**src/rtl/enemy_fire_sched_pkg.sv**
```systemverilog
// Shared state encoding, position width and saturating add for the enemy fire scheduler.
package enemy_fire_pkg;

  localparam int POS_W = 11;
  localparam logic [POS_W-1:0] SCREEN_MAX = 11'h7FF;

  typedef enum logic [2:0] {IDLE, WAIT, SCAN, ALLOC, ISSUE} state_t;

  // Launch coordinates clamp to the screen edge instead of wrapping.
  function automatic logic [POS_W-1:0] sat_add(input logic [POS_W-1:0] a,
                                               input logic [POS_W-1:0] b);
    logic [POS_W:0] sum;
    sum = {1'b0, a} + {1'b0, b};
    return sum[POS_W] ? SCREEN_MAX : sum[POS_W-1:0];
  endfunction

endpackage

```
**src/rtl/enemy_fire_sched_slot_prio_enc.sv**
```systemverilog
// Lowest-zero finder: picks the lowest-index missile slot that is not in flight.
module slot_prio_enc #(
  parameter int N  = 4,
  parameter int IW = 3
) (
  input  logic [N-1:0]  i_busy,
  output logic [IW-1:0] o_idx,
  output logic          o_valid
);

  // Scanning downward lets the lowest free index win.
  always_comb begin
    o_idx   = '0;
    o_valid = 1'b0;
    for (int i = N - 1; i >= 0; i--) begin
      if (!i_busy[i]) begin
        o_idx   = IW'(i);
        o_valid = 1'b1;
      end
    end
  end

endmodule

```
**src/rtl/enemy_fire_sched.sv**
```systemverilog
// Enemy fire scheduler: periodic round-robin shooter scan, lowest-free slot grant, held fire request.
// Define ENEMY_FIRE_JITTER_EN to add LFSR jitter to the fire period.
module enemy_fire_sched
  import enemy_fire_pkg::*;
#(
  parameter int N_ENEMY     = 8,
  parameter int N_SLOTS     = 4,
  parameter int FIRE_PERIOD = 2000000,
  parameter int X_OFFSET    = 24,
  parameter int Y_OFFSET    = 64,
  parameter int ACK_TIMEOUT = 16
) (
  input  logic                       pclk,
  input  logic                       rst,
  input  logic                       i_game_en,
  input  logic [N_ENEMY-1:0]         i_enemy_alive,
  input  logic [POS_W*N_ENEMY-1:0]   i_enemy_xpos,
  input  logic [POS_W*N_ENEMY-1:0]   i_enemy_ypos,
  input  logic [N_SLOTS-1:0]         i_slot_busy,
  output logic [N_SLOTS-1:0]         o_fire_req,
  output logic [POS_W-1:0]           o_fire_xpos,
  output logic [POS_W-1:0]           o_fire_ypos,
  output logic [3:0]                 o_fire_idx
);

  localparam int TW = 25;
  localparam logic [TW-1:0]    BASE_TERM = TW'(FIRE_PERIOD - 1);
  localparam logic [POS_W-1:0] X_OFF     = POS_W'(X_OFFSET);
  localparam logic [POS_W-1:0] Y_OFF     = POS_W'(Y_OFFSET);

  state_t             r_state, w_state_nxt;
  logic [TW-1:0]      r_timer, w_timer_nxt, w_term;
  logic [3:0]         r_rr_ptr, w_rr_nxt, r_k, w_k_nxt, r_cand, w_cand_nxt, w_cand;
  logic [4:0]         w_sum;
  logic [7:0]         r_ack_cnt, w_ack_nxt;
  logic [N_SLOTS-1:0] r_fire_req, w_req_nxt;
  logic [POS_W-1:0]   r_fire_xpos, w_x_nxt, r_fire_ypos, w_y_nxt, w_cur_x, w_cur_y;
  logic [3:0]         r_fire_idx, w_idx_nxt;
  logic               w_scan_alive, w_cur_alive, w_free_valid;
  logic [2:0]         w_free_idx;

  slot_prio_enc #(.N(N_SLOTS), .IW(3)) u_slot_prio (
    .i_busy  (i_slot_busy),
    .o_idx   (w_free_idx),
    .o_valid (w_free_valid)
  );

`ifdef ENEMY_FIRE_JITTER_EN
  logic [15:0]   r_lfsr;
  logic [TW-1:0] r_term;

  // Galois LFSR free-runs; the terminal count is re-sampled each time WAIT is entered.
  always_ff @(posedge pclk) begin
    if (rst) begin
      r_lfsr <= 16'hACE1;
      r_term <= BASE_TERM;
    end else begin
      r_lfsr <= {1'b0, r_lfsr[15:1]} ^ (r_lfsr[0] ? 16'hB400 : 16'h0000);
      if (w_state_nxt == WAIT && r_state != WAIT)
        r_term <= BASE_TERM + {9'd0, r_lfsr[7:0], 8'd0};
    end
  end
  assign w_term = r_term;
`else
  assign w_term = BASE_TERM;
`endif

  // Candidate for this scan step, wrapped modulo N_ENEMY, plus the mux taps it needs.
  always_comb begin
    w_sum        = {1'b0, r_rr_ptr} + {1'b0, r_k} + 5'd1;
    w_cand       = (w_sum >= 5'(N_ENEMY)) ? 4'(w_sum - 5'(N_ENEMY)) : w_sum[3:0];
    w_scan_alive = 1'b0;
    w_cur_alive  = 1'b0;
    w_cur_x      = '0;
    w_cur_y      = '0;
    for (int i = 0; i < N_ENEMY; i++) begin
      if (w_cand == 4'(i)) w_scan_alive = i_enemy_alive[i];
      if (r_cand == 4'(i)) begin
        w_cur_alive = i_enemy_alive[i];
        w_cur_x     = i_enemy_xpos[POS_W*i +: POS_W];
        w_cur_y     = i_enemy_ypos[POS_W*i +: POS_W];
      end
    end
  end

  always_comb begin
    w_state_nxt = r_state;
    w_timer_nxt = r_timer;
    w_rr_nxt    = r_rr_ptr;
    w_k_nxt     = r_k;
    w_cand_nxt  = r_cand;
    w_ack_nxt   = r_ack_cnt;
    w_req_nxt   = r_fire_req;
    w_x_nxt     = r_fire_xpos;
    w_y_nxt     = r_fire_ypos;
    w_idx_nxt   = r_fire_idx;
    if (!i_game_en) begin
      w_state_nxt = IDLE;
      w_req_nxt   = '0;
    end else begin
      case (r_state)
        IDLE: begin
          w_state_nxt = WAIT;
          w_timer_nxt = '0;
        end
        WAIT: begin
          if (r_timer >= w_term) begin
            w_state_nxt = SCAN;
            w_k_nxt     = '0;
          end else begin
            w_timer_nxt = r_timer + TW'(1);
          end
        end
        SCAN: begin
          if (w_scan_alive) begin
            w_state_nxt = ALLOC;
            w_cand_nxt  = w_cand;
            w_rr_nxt    = w_cand;
          end else if (r_k == 4'(N_ENEMY - 1)) begin
            w_state_nxt = WAIT;
            w_timer_nxt = '0;
          end else begin
            w_k_nxt = r_k + 4'd1;
          end
        end
        // A shooter that died before a slot freed up is dropped and the scan resumes.
        ALLOC: begin
          if (!w_cur_alive) begin
            w_state_nxt = SCAN;
            w_k_nxt     = '0;
          end else if (w_free_valid) begin
            w_state_nxt = ISSUE;
            w_req_nxt   = N_SLOTS'(1) << w_free_idx;
            w_x_nxt     = sat_add(w_cur_x, X_OFF);
            w_y_nxt     = sat_add(w_cur_y, Y_OFF);
            w_idx_nxt   = r_cand;
            w_ack_nxt   = '0;
          end
        end
        ISSUE: begin
          if (|(i_slot_busy & r_fire_req) || r_ack_cnt == 8'(ACK_TIMEOUT - 1)) begin
            w_state_nxt = WAIT;
            w_timer_nxt = '0;
            w_req_nxt   = '0;
          end else begin
            w_ack_nxt = r_ack_cnt + 8'd1;
          end
        end
        default: begin
          w_state_nxt = IDLE;
          w_req_nxt   = '0;
        end
      endcase
    end
  end

  always_ff @(posedge pclk) begin
    if (rst) begin
      r_state     <= IDLE;
      r_timer     <= '0;
      r_rr_ptr    <= 4'(N_ENEMY - 1);
      r_k         <= '0;
      r_cand      <= '0;
      r_ack_cnt   <= '0;
      r_fire_req  <= '0;
      r_fire_xpos <= '0;
      r_fire_ypos <= '0;
      r_fire_idx  <= '0;
    end else begin
      r_state     <= w_state_nxt;
      r_timer     <= w_timer_nxt;
      r_rr_ptr    <= w_rr_nxt;
      r_k         <= w_k_nxt;
      r_cand      <= w_cand_nxt;
      r_ack_cnt   <= w_ack_nxt;
      r_fire_req  <= w_req_nxt;
      r_fire_xpos <= w_x_nxt;
      r_fire_ypos <= w_y_nxt;
      r_fire_idx  <= w_idx_nxt;
    end
  end

  assign o_fire_req  = r_fire_req;
  assign o_fire_xpos = r_fire_xpos;
  assign o_fire_ypos = r_fire_ypos;
  assign o_fire_idx  = r_fire_idx;

endmodule
```
**config.mk**
```make
export PLATFORM = sky130hd
export DESIGN_NAME = enemy_fire_sched
export DESIGN_NICKNAME = d
export VERILOG_FILES = /design/src/rtl/enemy_fire_sched_pkg.sv /design/src/rtl/enemy_fire_sched_slot_prio_enc.sv /design/src/rtl/enemy_fire_sched.sv
export SDC_FILE = /design/constraint.sdc
export NUM_CORES = 1
export LEC_CHECK = 0
export ABC_AREA = 0
export BUFFER_PORTS_ARGS = -buffer_cell sky130_fd_sc_hd__buf_4
export CORE_UTILIZATION = 49
export CTS_BUF_LIST = sky130_fd_sc_hd__clkbuf_16
export CTS_CLUSTER_DIAMETER = 80
export DETAILED_ROUTE_END_ITERATION = 8
export PLACE_DENSITY = 0.91
export SYNTH_ARGS = -nofsm -noshare
export SYNTH_HDL_FRONTEND = slang
export SYNTH_SLANG_ARGS = --single-unit
```
**constraint.sdc**
```tcl
create_clock -name pclk -period 3.9 [get_ports pclk]
set_input_delay 0.585 -clock pclk [delete_from_list [all_inputs] [get_ports pclk]]
set_output_delay 0.585 -clock pclk [all_outputs]
set_load 0.02 [all_outputs]
```
==> results of run 1 <==
-- per-stage QoR --
stage           util  total power, mW  worst slack, ns
2_1_floorplan      -            0.968            0.540
3_3_place_gp   0.684             1.16            0.489
3_5_place_dp   0.684             1.16            0.332
4_1_cts        0.715             2.08            0.291
5_1_grt        0.715             2.15           0.0749
6_report       0.715             2.08            0.272
-- metal layers --
layer	global-route usage	routed length, µm	vias up
met1	0.364	7100	2882
met4	0.163	872	0
li1	-	-	2906
met2	0.571	9290	327
met5	0	0	-
met3	0.0527	1290	62
-- synth_stat cells (5+ instances only) --
master | count | share of area
a21oi_1 | 41 | 0.038
a221oi_1 | 7 | 0.011
a22oi_1 | 28 | 0.039
a31oi_1 | 12 | 0.014
and3_1 | 10 | 0.012
buf_1 | 7 | 0.0049
buf_2 | 10 | 0.0094
clkbuf_1 | 26 | 0.018
dfxtp_1 | 77 | 0.29
ha_1 | 9 | 0.021
inv_1 | 25 | 0.018
mux2_2 | 6 | 0.013
mux2i_1 | 22 | 0.041
mux4_2 | 11 | 0.046
nand2_1 | 49 | 0.034
nand2b_1 | 6 | 0.0070
nand3_1 | 19 | 0.018
nand4_1 | 9 | 0.011
nor2_1 | 64 | 0.045
nor2b_1 | 11 | 0.013
nor3_1 | 31 | 0.029
nor3b_1 | 5 | 0.0070
nor4_1 | 9 | 0.011
o21ai_0 | 44 | 0.041
or2_2 | 6 | 0.0070
or3_1 | 6 | 0.0070
xnor2_1 | 23 | 0.038
-- cells in the final DEF, fill, tap and decap left out, types with 7 or more instances in the layout --
cell,count
and3_1,10
xnor2_1,23
a21oi_1,41
dfxtp_1,74
nor2_1,64
nor2b_1,11
clkbuf_16,9
a22oi_1,28
nand4_1,9
nor4_1,8
a31oi_1,12
inv_1,25
mux2i_1,22
nand2_1,49
mux4_2,11
o21ai_0,44
a221oi_1,7
buf_4,237
nand3_1,19
nor3_1,31
ha_1,9
-- power groups by stage --
stage / Sequential (mW) / Clock (mW) / Combinational, mW
after floorplan: 0.815 / 0 / 0.153
after global placement: 0.820 / 0 / 0.336
after detailed placement: 0.821 / 0 / 0.342
after CTS: 0.803 / 0.934 / 0.346
after global routing: 0.804 / 0.971 / 0.374
final: 0.804 / 0.928 / 0.350
-- kinds of logic after synthesis --
| group | count (synthesis) | synth area share |
|---|---|---|
| compound gates | 188 | 0.239 |
| xor+xnor | 27 | 0.0442 |
| fa+ha+maj | 10 | 0.0248 |
| buf+inv | 69 | 0.0508 |
| flops | 77 | 0.288 |
| mux | 39 | 0.100 |
| simple gates | 255 | 0.253 |
-- area by class of cell --
| class | count | area (µm²) | share of cell area |
|---|---|---|---|
| Clock buffer | 9 | 225 | 0.0301 |
| Clock inverter | 7 | 105 | 0.0140 |
| Inverter | 26 | 97.6 | 0.0130 |
| Multi-Input combinational cell | 519 | 3560 | 0.476 |
| Sequential cell | 77 | 1550 | 0.206 |
| Tap cell | 136 | 170 | 0.0227 |
| Timing Repair Buffer | 237 | 1780 | 0.238 |
-- worst reg2reg max path, stage by stage, from the launching register on --
cell	delay, ns
dfxtp_1	0.39
inv_1	0.07
ha_1	0.20
fa_1	0.42
xnor2_1	0.44
mux4_2	0.57
o21ai_1	0.35
o31ai_2	0.17
or4_4	0.45
or3_1	0.35
a21oi_1	0.15
-- sequential cells by signal, summed over array words and instances, names as in the netlist --
register / count
r_timer: 25
r_ack_cnt: 8
o_fire_ypos: 11
r_cand: 3
r_rr_ptr: 4
o_fire_idx: 4
r_k: 4
r_state: 3
o_fire_req: 4
o_fire_xpos: 11
-- final timing paths --
kind                                               start  slack [ns]                       end  cells past startpoint
worst min-delay path            r_timer[22]$_SDFFE_PP0P_        0.43  r_timer[22]$_SDFFE_PP0P_                      2
worst min register to register  r_timer[22]$_SDFFE_PP0P_        0.43  r_timer[22]$_SDFFE_PP0P_                      2
worst max-delay path                 r_k[0]$_SDFFE_PP0P_        0.27  r_timer[17]$_SDFFE_PP0P_                     10
worst max register to register       r_k[0]$_SDFFE_PP0P_        0.27  r_timer[17]$_SDFFE_PP0P_                     10
==> impl_results.md, run 1 <==
* Run status: complete, no violations
* Share of cells above drive strength 1 at 0.344
* CTS Root Cell: clkbuf_16
* CP max stage cell: mux4_2
* Type of origin of the critical path: register
* Mapped Area at 5350 µm²
* Post-layout net count at 1,071
* Logic pwr share at 0.168
* DIE WIDTH at 106 µm
* Hold slack at 0.431 ns
* Crit-path max cell delay at around 0.57 ns
* Final Skew at 0.0101 ns
* Largest net degree at the start of global routing at 33
* # clock sinks at 77
* Placer Congestion at 0.916
* Dpl hpwl at between 10,000 and 15,000 µm
* Pwr Density at 278 nW/µm²
* Pint at between 1.5 and 2 mW
* Hold_buf cts at 0
* H-tree levels at 3
* Worst-path clk slew at 0.06 ns
* Fin crit period at 3.63 ns
* Yosys warning count at 0
* Leakage power at 3.06 nW
* Mapped Nets at 866
* ANT cells at 0
* Family with the most delay on the worst path: simple AND/OR/NAND/NOR gates
* Core ar. at 10,500 µm²
* Total congestion overflow at 0
* Seq pwr share at 0.386
* Drt via density at 6.11
* Endpoints failing setup at 0
* Synth Instances at 665
* DRT Pass-1 Iters at 8
* Fill cells at 801
* Port Buffers at between 200 and 250
* Period utilisation layout at 0.930
* Inst Count DP at 995
* Cell Count, Final, Fillers Out at a little over 1,000
* FP Rows at 37
* Total wire length at 18,500 µm
* Global-route wire length before repair at 28,600 µm
* Starting density of the core at 0.511
* Switching Share at 0.249
* Maxcap violations at 0
* Relative slew margins at 0.226
* Seq cells post-synth at slightly below 80
* Die height at 106 µm
* RSZ-0062 raised after global routing: false
* Placed Area at 7160 µm²
* Synth unique cells at slightly above 70
* Clock power share at 0.446
* Buffers & Inverters on Critical Path at 1
* Post-CTS Resized at 0
* DRC at 0
* Synth Area per Inst at approximately 8.0 µm²
* Psw at 0.519 mW
* Top Ports at 221
* Area growth, synth to finish at 40.1%
* Setup crit end kind: register
* Antenna Nets Post-Route at 0
* VDD IR max at 253 µV
* Register area share after synthesis at 0.288
* DIE AREA at 11,300 µm²
* Routed length per instance at roughly 18 µm
* Vias at 6,177
* Least-Margin Pin Slew at 1.16 ns
* Initial DRC count at 560
* Post-synth EDFFs at 0
* Max Freq at 0.276 GHz
* Max FO, Critical Path at 5
* CTS max path bufs at 2
* Design area at 7490 µm²
* GRT Total Usage at 0.319
* Max Slew Vio Count at 0
* Post-CTS setup repair buffer count at 0
* Worst Path Required at 4.17 ns
* Worst skew pair latency at 0.34 ns
* Crit path kind: register to register
* Initial antenna violation count at 0
* TritonCTS clock tree: done
* Most used DFF post-synth: dfxtp_1
* Fin. Hold Viols at 0
* Setup TNS at 0 ns
* CP Cell Sequence: inv_1, ha_1, fa_1, xnor2_1, mux4_2, o21ai_1, o31ai_2, or4_4, or3_1, a21oi_1
* Vias in the first global route at 6,010
* Cts bufs inserted at 9
* Ys async rst share at 0
* Worst EP arrival at 3.90 ns
* Worst Hold Class: register to register
Note: power is estimated with default switching activity, not from simulation.
==> inputs of run 2 (changes only) <==
GPL_TIMING_DRIVEN = 0   (was default)
==> impl_results.md, run 2 (synthesis results as in run 1) <==
* Global-route wire length before repair at 29,600 µm (+3.4%)
* Crit-path max cell delay at 0.65 ns (+0.08 ns)
* # clock sinks at 77 (unchanged)
* DIE AREA at 11,300 µm² (unchanged)
* GRT Total Usage at 0.333 (+0.0139)
* Most frequent cells in the layout: buf_4, dfxtp_1, nor2_1, nand2_1, o21ai_0
* Worst skew pair latency at 0.34 ns (about the same)
* Max Freq at 0.273 GHz (-1.1%)
* Starting density of the core at 0.511 (unchanged)
* Initial DRC count at 637 (+14%)
* CP max stage cell: buf_1
* Pwr Density at 270 nW/µm² (-2.9%)
* ANT cells at 0 (unchanged)
* CP Cell Sequence: buf_2, buf_1, buf_1, a31oi_1, a22oi_1, or2_2, ha_1, nor2_1, and3b_1, a21oi_1, a31oi_1
* Total congestion overflow at 0 (unchanged)
* Type of origin of the critical path: register
* Period utilisation layout at 0.940 (+0.0101)
* VDD IR max at 226 µV (-11%)
* Fill cells at 853 (+6.5%)
* Run status: complete, no violations
* Max FO, Critical Path at 10 (+5)
* CTS max path bufs at 2 (unchanged)
* Least-Margin Pin Slew at 1.17 ns (+0.00886 ns)
* Routed length per instance at 18.3 µm (-0.21%)
* DRT Pass-1 Iters at 5 (-3)
* Vias at 6,349 (+2.8%)
* Setup TNS at 0 ns (unchanged)
* FP Rows at 37 (unchanged)
* Drt via density at 6.12 (+0.21%)
* Relative slew margins at 0.216 (-0.00988)
* Fin. Hold Viols at 0 (unchanged)
* Seq pwr share at 0.394 (+0.008)
* Switching Share at 0.259 (+0.0103)
* Post-layout net count at 1,097 (+2.4%)
* DIE WIDTH at 106 µm (unchanged)
* Clock power share at 0.429 (-0.017)
* Cts bufs inserted at 9 (unchanged)
* Final Worst Setup Slack at 0.233 ns (-0.0392 ns)
* Maxcap violations at 0 (unchanged)
* Most common cell after layout, fill and taps aside: buf_4
* Port Buffers at 219 (-0.45%)
* Logic pwr share at 0.177 (+0.009)
* Fin crit period at 3.67 ns (+0.0392 ns)
* Post-CTS setup repair buffer count at 0 (unchanged)
* H-tree levels at 3 (unchanged)
* Design area at 7500 µm² (+0.20%)
* R2R setup slack at 0.23 ns (-0.04 ns)
* Share of cells above drive strength 1 at 0.323 (-0.0210)
* Placed Area at 7170 µm² (+0.24%)
* Psw at 0.525 mW (+1.3%)
* DRC at 0 (unchanged)
* Placer Congestion at 0.959 (+4.7%)
* CTS Root Cell: clkbuf_16
* Antenna Nets Post-Route at 0 (unchanged)
* RSZ-0062 raised after global routing: false
* Endpoints failing setup at 0 (unchanged)
* Max Slew Vio Count at 0 (unchanged)
* Area growth, synth to finish at 40.3%
* Worst EP arrival at 3.86 ns (-0.04 ns)
* Setup crit end kind: register
* Initial antenna violation count at 0 (unchanged)
* Die height at 106 µm (unchanged)
* Crit path kind: register to register
* Core ar. at 10,500 µm² (unchanged)
* Largest net degree at the start of global routing at 16 (-52%)
* Worst Path Required at 4.09 ns (-0.08 ns)
* Largest register FFs at 25 (unchanged)
* Top Ports at 221 (unchanged)
* Worst-path clk slew at 0.06 ns (about the same)
* Vias in the first global route at 6,098 (+1.5%)
* Worst Hold Class: register to register
* Register name with the most flops: r_timer
* Pre-CTS setup slack at 0.0705 ns (-0.262 ns)
* Final Skew at 0.00948 ns (-0.000637 ns)
* Final core utilization at 0.717 (+0.00143)
* Leakage power at 3.07 nW (+0.16%)
* Total wire length at 19,000 µm (+2.4%)
* Dpl hpwl at 14,600 µm (+4.1%)
* Pint at 1.50 mW (-4.1%)
* TritonCTS clock tree: done
run 2: changes by cell type in the layout (fill, tap and decap cells not counted), sizes merged:
cell,delta
inv,+1
bufinv,-1
clkbuf,+26
run 2: repair_timing:
action / CTS / global route
setup endpoints to repair: 0 / 25
hold buffers: 0 / 0
resized for setup: 0 / 7
run 2: cell type report:
| type | count | area [µm²] | share of cell area |
|---|---|---|---|
| sequential | 77 | 1540 | 0.206 |
| clock inverter | 7 | 80.1 | 0.0107 |
| inverter | 26 | 97.6 | 0.0130 |
| timing repair buffer | 220 | 1650 | 0.220 |
| multi-input combinational | 519 | 3560 | 0.474 |
| clock buffer | 9 | 225 | 0.0300 |
| tap | 136 | 170 | 0.0227 |
| buffer | 43 | 176 | 0.0235 |
run 2: per-stage QoR:
stage	std cells	hold slack, ns	total power, mW
final	1037	0.435	2.03
after CTS	1037	0.434	2.02
after detailed placement	1021	0.425	1.17
after global placement	1020	0.418	1.16
after floorplan	665	0.408	0.968
after global routing	1037	0.473	2.09
run 2: final timing paths:
kind                                  from                           to  cells after the start
setup / recovery    r_cand[0]$_SDFFE_PP0P_  o_fire_xpos[7]$_SDFFE_PP0P_                     11
hold / removal    r_timer[22]$_SDFFE_PP0P_     r_timer[22]$_SDFFE_PP0P_                      2
hold reg to reg   r_timer[22]$_SDFFE_PP0P_     r_timer[22]$_SDFFE_PP0P_                      2
setup reg to reg    r_cand[0]$_SDFFE_PP0P_  o_fire_xpos[7]$_SDFFE_PP0P_                     11
run 2: per-layer routing:
metal  wire length [µm]  track usage
met1               7150        0.395
met2               9320        0.583
met3               1490       0.0441
met4               1020        0.177
met5                  0            0
run 2: power by group through the flow:
| stage | Clock, mW | Sequential, mW | Combinational (mW) |
|---|---|---|---|
| global placement | 0 | 0.815 | 0.344 |
| detailed placement | 0 | 0.815 | 0.351 |
| floorplan | 0 | 0.815 | 0.153 |
| global route | 0.910 | 0.797 | 0.385 |
| CTS | 0.874 | 0.797 | 0.352 |
| finish | 0.869 | 0.797 | 0.359 |
run 2: worst max-delay path, delay by kind of cell (launching register included):
family / cells / cell delay (ns)
buf+inv: 3 / 1.39
flops: 1 / 0.37
compound gates: 4 / 1.12
simple gates: 3 / 0.46
fa+ha+maj: 1 / 0.17
==> inputs of run 3 (changes only) <==
RECOVER_POWER = 25   (was default)
==> impl_results.md, run 3 (synthesis results as in run 1) <==
* Switching Share at 0.258 (-0.00118)
* Vias in the first global route at 6,098 (unchanged)
* Register name with the most flops: r_timer
* Max Freq at 0.275 GHz (+0.77%)
* Max FO, Critical Path at 10 (unchanged)
* Relative slew margins at 0.201 (-0.0153)
* DIE WIDTH at 106 µm (unchanged)
* Crit path kind: register to register
* Placer Congestion at 0.959 (unchanged)
* CTS Root Cell: clkbuf_16
* Fin. Hold Viols at 0 (unchanged)
* # clock sinks at 77 (unchanged)
* Post-CTS Resized at 0 (unchanged)
* Psw at 0.522 mW (-0.69%)
* Core ar. at 10,500 µm² (unchanged)
* DRC at 0 (unchanged)
* Largest net degree at the start of global routing at 16 (unchanged)
* Die height at 106 µm (unchanged)
* Worst Hold Class: register to register
* Drt via density at 6.11 (-0.25%)
* Dpl hpwl at 14,600 µm (unchanged)
* R2R setup slack at 0.26 ns (+0.03 ns)
* Initial antenna violation count at 0 (unchanged)
* Pwr Density at 273 nW/µm² (+1.1%)
* Final core utilization at 0.708 (-0.00933)
* Family with the most delay on the worst path: buffers and inverters
* Maxcap violations at 0 (unchanged)
* FP Rows at 37 (unchanged)
* Top Ports at 221 (unchanged)
* Buffers & Inverters on Critical Path at 3 (unchanged)
* Setup TNS at 0 ns (unchanged)
* Initial DRC count at 575 (-9.7%)
* Port Buffers at 219 (unchanged)
* Clock power share at 0.428 (about the same)
* Final Skew at 0.00958 ns (+0.000105 ns)
* CTS max path bufs at 2 (unchanged)
* DIE AREA at 11,300 µm² (unchanged)
* Max Slew Vio Count at 0 (unchanged)
* Run status: complete, no violations
* DRT Pass-1 Iters at 8 (+3)
* Most frequent cells in the layout: buf_4, dfxtp_1, nor2_1, clkbuf_1, nand2_1
* Worst Path Required at 4.09 ns (about the same)
* Worst skew pair latency at 0.34 ns (about the same)
* Period utilisation layout at 0.933 (-0.00718)
* Leakage power at 2.96 nW (-3.6%)
* Worst-path clk slew at 0.06 ns (about the same)
* RSZ-0062 raised after global routing: false
* Setup crit end kind: register
* Design area at 7400 µm² (-1.3%)
* Antenna Nets Post-Route at 0 (unchanged)
* Total wire length at 19,000 µm (-0.13%)
* Vias at 6,333 (-0.25%)
* Pint at 1.50 mW (about the same)
* H-tree levels at 3 (unchanged)
* Total congestion overflow at 0 (unchanged)
* Post-CTS setup repair buffer count at 0 (unchanged)
* TritonCTS clock tree: done
* Area growth, synth to finish at 38.5%
* Share of cells above drive strength 1 at 0.294 (-0.0289)
* GRT Total Usage at 0.333 (unchanged)
* Placed Area at 7170 µm² (unchanged)
* CP max stage cell: buf_1
* Fin crit period at 3.64 ns (-0.0280 ns)
* Starting density of the core at 0.511 (unchanged)
* ANT cells at 0 (unchanged)
* Seq pwr share at 0.395 (about the same)
* Logic pwr share at 0.178 (about the same)
* Cts bufs inserted at 9 (unchanged)
* Crit-path max cell delay at 0.63 ns (-0.02 ns)
* Post-layout net count at 1,097 (unchanged)
* Least-Margin Pin Slew at 1.19 ns (+0.0227 ns)
* VDD IR max at 225 µV (-0.48%)
* Routed length per instance at 18.3 µm (-0.13%)
* Worst EP arrival at 3.83 ns (-0.03 ns)
* Global-route wire length before repair at 29,600 µm (unchanged)
* Type of origin of the critical path: register
* Endpoints failing setup at 0 (unchanged)
* Hold_buf cts at 0 (unchanged)
* CP Cell Sequence: buf_2, buf_1, buf_1, a31oi_1, a22oi_1, or2_2, ha_1, nor2_1, and3b_1, a21oi_1, a31oi_1
* Largest register FFs at 25 (unchanged)
* Most common cell after layout, fill and taps aside: buf_4
==> run 3: cell types whose count changed in the layout (fill, tap and decap cells not counted), sizes merged <==
cell	change
clkbuf	+26
buf	-26
==> run 3: path summary, 6_finish.rpt <==
path	start	end	cells past startpoint
hold / removal	r_timer[22]$_SDFFE_PP0P_	r_timer[22]$_SDFFE_PP0P_	2
setup reg to reg	r_cand[0]$_SDFFE_PP0P_	o_fire_xpos[7]$_SDFFE_PP0P_	11
setup / recovery	r_cand[0]$_SDFFE_PP0P_	o_fire_xpos[7]$_SDFFE_PP0P_	11
hold reg to reg	r_timer[22]$_SDFFE_PP0P_	r_timer[22]$_SDFFE_PP0P_	2
==> run 3: area by class of cell <==
type | count | area (µm²)
buffer | 43 | 176
clock buffer | 9 | 225
clock inverter | 7 | 80.1
fill | 885 | 3060
inverter | 26 | 97.6
multi-input combinational | 519 | 3560
sequential | 77 | 1540
tap | 136 | 170
timing repair buffer | 220 | 1550
==> run 3: stage by stage <==
step	hold WS, ns	power (mW)	std cells	setup slack [ns]
3_3_place_gp	0.418	1.16	1020	0.138
4_1_cts	0.434	2.02	1037	0.0588
3_5_place_dp	0.425	1.17	1021	0.0705
5_1_grt	0.473	2.09	1037	0.0295
6_report	0.436	2.02	1037	0.261
2_1_floorplan	0.408	0.968	665	0.540
==> run 3: worst register-to-register path, stage by stage, from the launching register on <==
cell	delay [ns]
dfxtp_1	0.37
buf_2	0.28
buf_1	0.45
buf_1	0.63
a31oi_1	0.19
a22oi_1	0.25
or2_2	0.16
ha_1	0.17
nor2_1	0.08
and3b_1	0.22
a21oi_1	0.55
a31oi_1	0.15
==> run 3: power groups by stage <==
stage,clock (mW),sequential [mW],combinational (mW)
4_1_cts,0.874,0.797,0.352
6_report,0.864,0.797,0.359
5_1_grt,0.910,0.797,0.384
3_5_place_dp,0,0.815,0.351
3_3_place_gp,0,0.815,0.344
2_1_floorplan,0,0.815,0.153
==> run 3: per-layer routing <==
layer  vias to the layer above  wire length [µm]  global-route usage
met2                       364              9340               0.583
li1                       2967                 -                   -
met1                      2926              7210               0.395
met4                         0               963               0.177
met3                        76              1450              0.0441
met5                         -                 0                   0
